**config.mk**
```make
export PLATFORM = sky130hd
export DESIGN_NAME = arb4_rr_flat
export DESIGN_NICKNAME = d
export VERILOG_FILES = /design/src/rtl/arb4_rr_pkg.sv /design/src/rtl/arb4_rr_if.sv /design/src/rtl/arb4_rr_dec24.sv /design/src/rtl/arb4_rr.sv /design/src/flat_wrapper.sv
export SDC_FILE = /design/constraint.sdc
export NUM_CORES = 1
export LEC_CHECK = 0
export BUFFER_PORTS_ARGS = -buffer_cell sky130_fd_sc_hd__buf_2
export CAP_MARGIN = 20
export CORE_AREA = 2 2 39 41
export CTS_CLUSTER_DIAMETER = 100
export DETAILED_ROUTE_END_ITERATION = 6
export DIE_AREA = 0 0 41 43
export GPL_TIMING_DRIVEN = 0
export SLEW_MARGIN = 20
export SYNTH_ARGS = -nofsm -noshare
export SYNTH_HDL_FRONTEND = slang
export SYNTH_SLANG_ARGS = --single-unit
```
**constraint.sdc**
```tcl
create_clock -name CLK -period 2.4 [get_ports CLK]
set_input_delay 0.24 -clock CLK [delete_from_list [all_inputs] [get_ports CLK]]
set_output_delay 0.24 -clock CLK [all_outputs]
set_load 0.005 [all_outputs]
```
**src/rtl/arb4_rr_pkg.sv**
```systemverilog
// Shared definitions for the arb4_rr round-robin arbiter: state encodings,
// reset pointer, hold-counter width and the rotating-priority pick function.
package arb4_rr_pkg;

  typedef enum logic {
    ARB_IDLE  = 1'b0,
    ARB_GRANT = 1'b1
  } arb_state_t;

  // LAST resets to 3 so requester 0 is scanned first after reset.
  localparam logic [1:0] LAST_RST = 2'd3;
  localparam int         HCNT_W   = 8;

  // First set bit of elig scanning last+1, last+2, last+3, last (mod 4).
  function automatic logic [1:0] rr_pick(input logic [3:0] elig,
                                         input logic [1:0] last);
    logic [1:0] idx;
    logic       found;
    rr_pick = last;
    found   = 1'b0;
    for (int k = 1; k <= 4; k++) begin
      idx = last + 2'(k);
      if (!found && elig[idx]) begin
        rr_pick = idx;
        found   = 1'b1;
      end
    end
  endfunction

endpackage

```
**src/rtl/arb4_rr_if.sv**
```systemverilog
// Bus-side signal bundle of arb4_rr: active-low requests in, one-hot grant and
// decoder enable/select lines out, plus status and FSM debug state.
interface arb4_rr_if;
  import arb4_rr_pkg::*;

  // Handshake: requester i holds REQ_L[i] low (valid) for as long as it needs
  // the resource; GNT_L[i] low (ready/ownership) marks the cycles it owns it.
  // Transfers happen while both are low; raising REQ_L[i] releases the grant.
  logic [3:0] REQ_L;
  logic [3:0] GNT_L;
  logic       DEC_G_L;
  logic       DEC_A;
  logic       DEC_B;
  logic       BUSY;
  logic       TO_PULSE;
  arb_state_t DBG_STATE;

  modport master (
    output REQ_L,
    input  GNT_L, DEC_G_L, DEC_A, DEC_B, BUSY, TO_PULSE, DBG_STATE
  );

  modport slave (
    input  REQ_L,
    output GNT_L, DEC_G_L, DEC_A, DEC_B, BUSY, TO_PULSE, DBG_STATE
  );

endinterface

```
**src/rtl/arb4_rr_dec24.sv**
```systemverilog
// arb4_dec24: combinational 2-to-4 active-low decoder (74x139 style half).
// Y_L[{A,B}] is low only while the enable G_L is low.
module arb4_dec24 (
  input  logic       G_L,
  input  logic       A,
  input  logic       B,
  output logic [3:0] Y_L
);

  always_comb begin
    Y_L = 4'b1111;
    if (!G_L) Y_L[{A, B}] = 1'b0;
  end

endmodule

```
**src/rtl/arb4_rr.sv**
```systemverilog
// arb4_rr: four-requester round-robin arbiter driving one-hot active-low grants
// and 2-to-4 decoder lines. Optional grant timeout: define ARB_TIMEOUT_EN.
module arb4_rr
  import arb4_rr_pkg::*;
#(
  parameter int MAX_HOLD = 16
) (
  input  logic      CLK,
  input  logic      RESET,
  arb4_rr_if.slave  bus
);

  if (MAX_HOLD < 2 || MAX_HOLD > (1 << HCNT_W) - 1) begin : g_bad_hold
    $error("arb4_rr: MAX_HOLD out of range");
  end

  arb_state_t r_state;
  logic [1:0] r_own;
  logic [1:0] r_last;
  logic [3:0] w_lock;
  logic [3:0] w_elig;
  logic [1:0] w_win;
  logic       w_busy;
  logic       w_timeout;

  assign w_elig = ~bus.REQ_L & ~w_lock;
  assign w_win  = rr_pick(w_elig, r_last);
  assign w_busy = (r_state == ARB_GRANT);

  always_ff @(posedge CLK) begin
    if (RESET) begin
      r_state <= ARB_IDLE;
      r_own   <= 2'd0;
      r_last  <= LAST_RST;
    end else begin
      case (r_state)
        ARB_IDLE: begin
          if (|w_elig) begin
            r_own   <= w_win;
            r_last  <= w_win;
            r_state <= ARB_GRANT;
          end
        end
        ARB_GRANT: begin
          // Release takes precedence; either way the next cycle is turnaround.
          if (bus.REQ_L[r_own] || w_timeout) r_state <= ARB_IDLE;
        end
        default: r_state <= ARB_IDLE;
      endcase
    end
  end

`ifdef ARB_TIMEOUT_EN
  logic [HCNT_W-1:0] r_hcnt;
  logic [3:0]        r_lock;
  logic              r_to_pulse;

  assign w_timeout = w_busy && !bus.REQ_L[r_own] &&
                     (r_hcnt == HCNT_W'(MAX_HOLD - 1));
  assign w_lock    = r_lock;

  always_ff @(posedge CLK) begin
    if (RESET) begin
      r_hcnt     <= '0;
      r_lock     <= '0;
      r_to_pulse <= 1'b0;
    end else begin
      // A lock only falls away once its requester has been seen released.
      r_lock     <= r_lock & ~bus.REQ_L;
      r_to_pulse <= w_timeout;
      if (w_timeout) r_lock[r_own] <= 1'b1;
      if (!w_busy) r_hcnt <= '0;
      else if (r_hcnt != '1) r_hcnt <= r_hcnt + 1'b1;
    end
  end

  assign bus.TO_PULSE = r_to_pulse;
`else
  assign w_timeout    = 1'b0;
  assign w_lock       = 4'b0000;
  assign bus.TO_PULSE = 1'b0;
`endif

  assign bus.BUSY      = w_busy;
  assign bus.DEC_G_L   = ~w_busy;
  assign bus.DEC_A     = w_busy & r_own[1];
  assign bus.DEC_B     = w_busy & r_own[0];
  assign bus.DBG_STATE = r_state;

  // Grants come from the decoder lines so the two can never disagree.
  arb4_dec24 u_dec (
    .G_L (bus.DEC_G_L),
    .A   (bus.DEC_A),
    .B   (bus.DEC_B),
    .Y_L (bus.GNT_L)
  );

endmodule
```
**src/flat_wrapper.sv**
```systemverilog
// flat-port wrapper written by rule: the top's interface ports become plain ports
module arb4_rr_flat import arb4_rr_pkg::*;
#(
  parameter int MAX_HOLD = 16
)
  (CLK, RESET, bus_REQ_L, bus_GNT_L, bus_DEC_G_L, bus_DEC_A, bus_DEC_B, bus_BUSY, bus_TO_PULSE, bus_DBG_STATE);
  arb4_rr_if bus_i ();
  input  logic CLK;
  input  logic RESET;
  input wire logic [$bits(bus_i.REQ_L)-1:0] bus_REQ_L;
  output wire logic [$bits(bus_i.GNT_L)-1:0] bus_GNT_L;
  output wire logic [$bits(bus_i.DEC_G_L)-1:0] bus_DEC_G_L;
  output wire logic [$bits(bus_i.DEC_A)-1:0] bus_DEC_A;
  output wire logic [$bits(bus_i.DEC_B)-1:0] bus_DEC_B;
  output wire logic [$bits(bus_i.BUSY)-1:0] bus_BUSY;
  output wire logic [$bits(bus_i.TO_PULSE)-1:0] bus_TO_PULSE;
  output wire logic [$bits(bus_i.DBG_STATE)-1:0] bus_DBG_STATE;
  assign bus_i.REQ_L = bus_REQ_L;
  assign bus_GNT_L = bus_i.GNT_L;
  assign bus_DEC_G_L = bus_i.DEC_G_L;
  assign bus_DEC_A = bus_i.DEC_A;
  assign bus_DEC_B = bus_i.DEC_B;
  assign bus_BUSY = bus_i.BUSY;
  assign bus_TO_PULSE = bus_i.TO_PULSE;
  assign bus_DBG_STATE = bus_i.DBG_STATE;
  arb4_rr #(.MAX_HOLD(MAX_HOLD)) u_core (.CLK(CLK), .RESET(RESET), .bus(bus_i));
endmodule
```
### Word-level counts from Yosys, hierarchy flattened

Cells that the tools add are included.

* register bits: 5
* input bits: 6
* word-level logic and storage cells: 50

* add/sub/neg operators: 3
* order comparisons: 7
* multiplexer cells: 23
* bitwise logic cells: 5
* reductions and logical operators: 9

Operators by type and width (count)
* less-than comparator 2 x 3 -> 1 bit (second input constant): 6
* two-way mux 1 bit: 11
* binary-select mux 1 bit (select 2 bit): 5
* two-way mux 2 bit: 4
* inverter 4 bit: 2
* adder 2 bit (second input constant): 2
* logical AND 1 bit: 4
* two-way mux 4 bit: 1
* OR reduction 4 bit: 1
* logical NOT 1 bit: 3
* adder 2 x 1 -> 2 bit (second input constant): 1
* bitwise AND 1 bit: 2
* demux 1 bit (select 2 bit): 1
* >= comparator 2 x 1 -> 1 bit (second input constant): 1
* case mux 1 bit (2 select lines): 1
* AND reduction 2 bit: 1
* inverter 1 bit: 1

### Longest topological paths before layout

* depth after elaboration: 13
* mapped depth: 5
* mapped depth without buffers: 4

### Cells and area by module

Synthesis repeated with hierarchy kept, for this count alone.

* cell total of the unflattened synthesis: 42
* area, all modules: 371.6 um^2

Modules (own cells, without submodules)
* arb4_rr: times used 1, cells an instance 38, area an instance 340.3 um^2
* arb4_dec24: times used 1, cells an instance 4, area an instance 31.3 um^2

### Worst setup path before layout

No wires, ideal clock.

* path kind: register to register
* start: register u_core.r_last[1]
* end: register u_core.r_own[1]
* arrival: 1.227 ns
* slack: 1.058 ns
* cell stages (with the launch flop): 6
* buffers on the path: 1
* path through: dfxtp_1 buf_6 or3b_4 a21oi_2 o21bai_1 a31o_1

* cells in the longest elaborated chain, start to end: 13

RTL lines
* start: declaration: RTL line arb4_rr.sv:19 `logic [1:0] r_last;`
* start signal: assignment: RTL line arb4_rr.sv:40 `r_last <= w_win;`
* adder 2 x 1 -> 2 bit: RTL line arb4_rr_pkg.sv:22 `idx = last + 2'(k);`
* binary-select mux 1 bit (select 2 bit): RTL line arb4_rr_pkg.sv:23 `if (!found && elig[idx]) begin`
* two-way mux 1 bit (not written as such): RTL line arb4_rr_pkg.sv:23
* two-way mux 1 bit: RTL line arb4_rr_pkg.sv:23
* logical NOT 1 bit: RTL line arb4_rr_pkg.sv:23
* logical AND 1 bit: RTL line arb4_rr_pkg.sv:23
* two-way mux 1 bit: RTL line arb4_rr_pkg.sv:23
* logical NOT 1 bit: RTL line arb4_rr_pkg.sv:23
* logical AND 1 bit: RTL line arb4_rr_pkg.sv:23
* two-way mux 1 bit: RTL line arb4_rr_pkg.sv:23
* logical NOT 1 bit: RTL line arb4_rr_pkg.sv:23
* logical AND 1 bit: RTL line arb4_rr_pkg.sv:23
* two-way mux 2 bit (*): RTL line arb4_rr_pkg.sv:23
* end signal: assignment: RTL line arb4_rr.sv:39 `r_own <= w_win;`
* end: declaration: RTL line arb4_rr.sv:18 `logic [1:0] r_own;`

Mark *: on every way between the ends. The rest lies on a longest branch, timed or not. The select of a mux whose other input is x is not followed.
A chain may end at the register's enable or synchronous reset.

### Final worst setup path

* start: register u_core.r_last[0]
* end: register u_core.r_own[1]

The elaborated chain is that of the path after synthesis.

==> impl_results.md <==
* TritonCTS clock tree: yes
* Mapped Nets at 69
* Syn_area_per_cell at 8.40 um2
* Initial antenna violation count at 0
* Total gr overflow at 0
* Worst Setup End Kind: flip-flop
* DP Area at 609 um2
* Main synth FF type: dfxtp_1
* Min-delay worst type: in2reg
* Top-count cell post-synth: nor2_1
* Reg2reg path depth at 5
* Part of the power in registers at 31.3%
* H-tree depth at 1
* Hold WS at 0.246 ns
* Drt pass-1 iters at 4
* Crit Path Class: reg2reg
* Layout cell share with drive strength beyond 1 at 39.2%
* # hold bufs at CTS at 0
* Post-Synthesis Cell Area at 529 um2
* Post-route total power at 0.358 mW
* Core area at 0.00138 mm2
* Final weighted congestion in routability-driven placement at 0.783
* DRC at 0
* Status: completed
* Arrival time at the worst endpoint at 1.56 ns
* Final core utilization at 45.9%
* P&R area growth vs syn at 20.1%
* Final ANT Viol Nets at 0
* Static Leak at 0.266 nW
* Total CTS buffers at 3
* PwrDens at 563 mW/mm2
* Max Fanout on Critical Path at 10
* Die W at 41 um
* Clock slew at reported path FFs at 0.05 ns
* Number of synthesized register bits at 5
* DR vias/cell at 5.39
* Yosys warning count at 0
* Clock net sink count at 5
* Final antenna diode count at 0
* Die area at 0.00176 mm2
* Initial DRC count at 8
* First-pass GRT wire length at 1750 um
* Cell taking the most area after synthesis: dfxtp_1
* Final critical-path required period at 1.43 ns
* Post-synth cell types at 36
* Port bufs at 12
* Row cnt at 14
* Via count at 512
* Starting density of the core at 38.2%
* Worst vdd ir at 0.272 mV
* Vias in the first global route at 408
* Largest net degree at the start of global routing at 11
* Clock Power Share at 28.0%
* Slew Viols, Final at 0
* Sw frac at 33.8%
* Largest cells by area after synthesis: dfxtp_1, buf_6, buf_4
* EDFF count, synth at 0
* GRT Total Usage at 14.7%
* Sw power at 0.121 mW
* Final WL at 1100 um
* Required @ worst endpoint at 2.53 ns
* Skew final at 0.00583 ns
* CTS max path bufs at 2
* Post-CTS Resized at 0
* Most frequent cells after synthesis: nor2_1, dfxtp_1, buf_4
* Setup bufs post-CTS at 0
* Clk root buf: clkbuf_4
* Combinational fraction of design power at 40.6%
* Syn Inst Count at 63
* Hold Path Depth at 2
* RSZ-0062 raised after global routing: false
* Die Y at 43 um
* Startpoint Class: flip-flop
* Finished Cell Area at 636 um2
* Final setup TNS at 0 ns
* Maximum clock rate at 700 MHz
* Final HPWL DP at 810 um
* Async S/R FF share, synth at 0%
* WL per Instance at 11.6 um
* Count of final setup violators at 0
* Seq/Total Area, Yosys at 18.9%
* P_int at 0.237 mW
* Hold Vio Cnt, Final at 0
* # Max-Cap Violations at 0
* # IOs at 16
* FILL cells at 143
* Worst-Skew Late Latency at 0.25 ns
* Final net count at 86
* Period utilization at 59.5%
* Yosys top cell area share at 18.9%
[worst paths after layout]
check / start / endpoint / slack, ns
hold reg to reg: u_core.r_own[0] / u_core.r_own[0] / 0.57
hold / removal: RESET / u_core.r_own[0] / 0.25
setup reg to reg: u_core.r_last[0] / u_core.r_own[1] / 0.97
setup / recovery: u_core.r_last[0] / u_core.r_own[1] / 0.97
[sequential cells by signal, indices dropped and copies added, names as in the netlist]
name,flops
u_core.bus.BUSY,1
u_core.r_last,2
u_core.r_own,2
[worst max-delay path, stage by stage, from the launching register on]
cell and delay (ns):
dfxtp_1 0.33, buf_6 0.14, or3b_1 0.38, o22ai_2 0.15
o21bai_1 0.09, a31o_1 0.21
[layer usage]
metal  GRT usage (%)  share of wire, %
met4            8.00               1.3
met2            21.6                50
met1            19.2                44
met5               0                 0
met3            3.14               5.6
[layout by cell type (no fill, tap or decap)]
cell	instances
a21oi_2	1
inv_1	3
mux4_2	1
o221ai_2	1
or3b_1	1
nand3b_1	1
clkbuf_4	3
o211ai_1	2
and4_4	1
o21bai_1	2
a211oi_1	1
o21ai_1	2
a31o_1	1
buf_4	4
a31oi_1	1
o31a_1	1
clkbuf_1	1
o31ai_1	1
buf_6	3
a311oi_1	1
nor4_2	1
nand3_2	1
buf_2	12
nor3b_1	2
nand2_1	2
nand2b_1	3
nand3_1	2
nor2_1	8
o21ai_0	1
or3_1	1
o22ai_2	1
or3b_4	1
or3_4	1
and3b_1	1
a221o_1	1
o21a_1	1
dfxtp_1	5
conb_1	1
and2_1	2
[stage by stage]
| step | std cells | setup slack, ns |
|---|---|---|
| floorplan | 63 | 1.06 |
| global placement | 91 | 0.979 |
| detailed placement | 91 | 0.990 |
| CTS | 95 | 0.973 |
| global route | 95 | 0.901 |
| finish | 95 | 0.972 |
[power groups by stage]
stage	clock, mW	sequential, mW	combinational, mW
floorplan	0	0.109	0.112
global placement	0	0.114	0.144
detailed placement	0	0.114	0.145
CTS	0.105	0.113	0.145
global route	0.107	0.116	0.162
finish	0.100	0.112	0.145
[cell type report]
class	instances	area [um2]	share of cell area, %
timing repair buffer	12	60.1	9.45
clock buffer	4	26.3	4.13
sequential	5	100	15.7
inverter	3	11.3	1.77
multi-input combinational	48	354	55.7
tap	16	20.0	3.15
buffer	7	63.8	10.0
[cell families after synthesis]
| group | after synthesis | share of synthesized area (%) |
|---|---|---|
| other | 1 | 0.709 |
| buffers and inverters | 10 | 14.2 |
| DFF | 5 | 18.9 |
| AOI/OAI and AO/OA | 18 | 27.7 |
| and+or+nand+nor | 28 | 34.3 |
| muxes | 1 | 4.26 |
No activity file was read; power rests on OpenSTA's default activity.
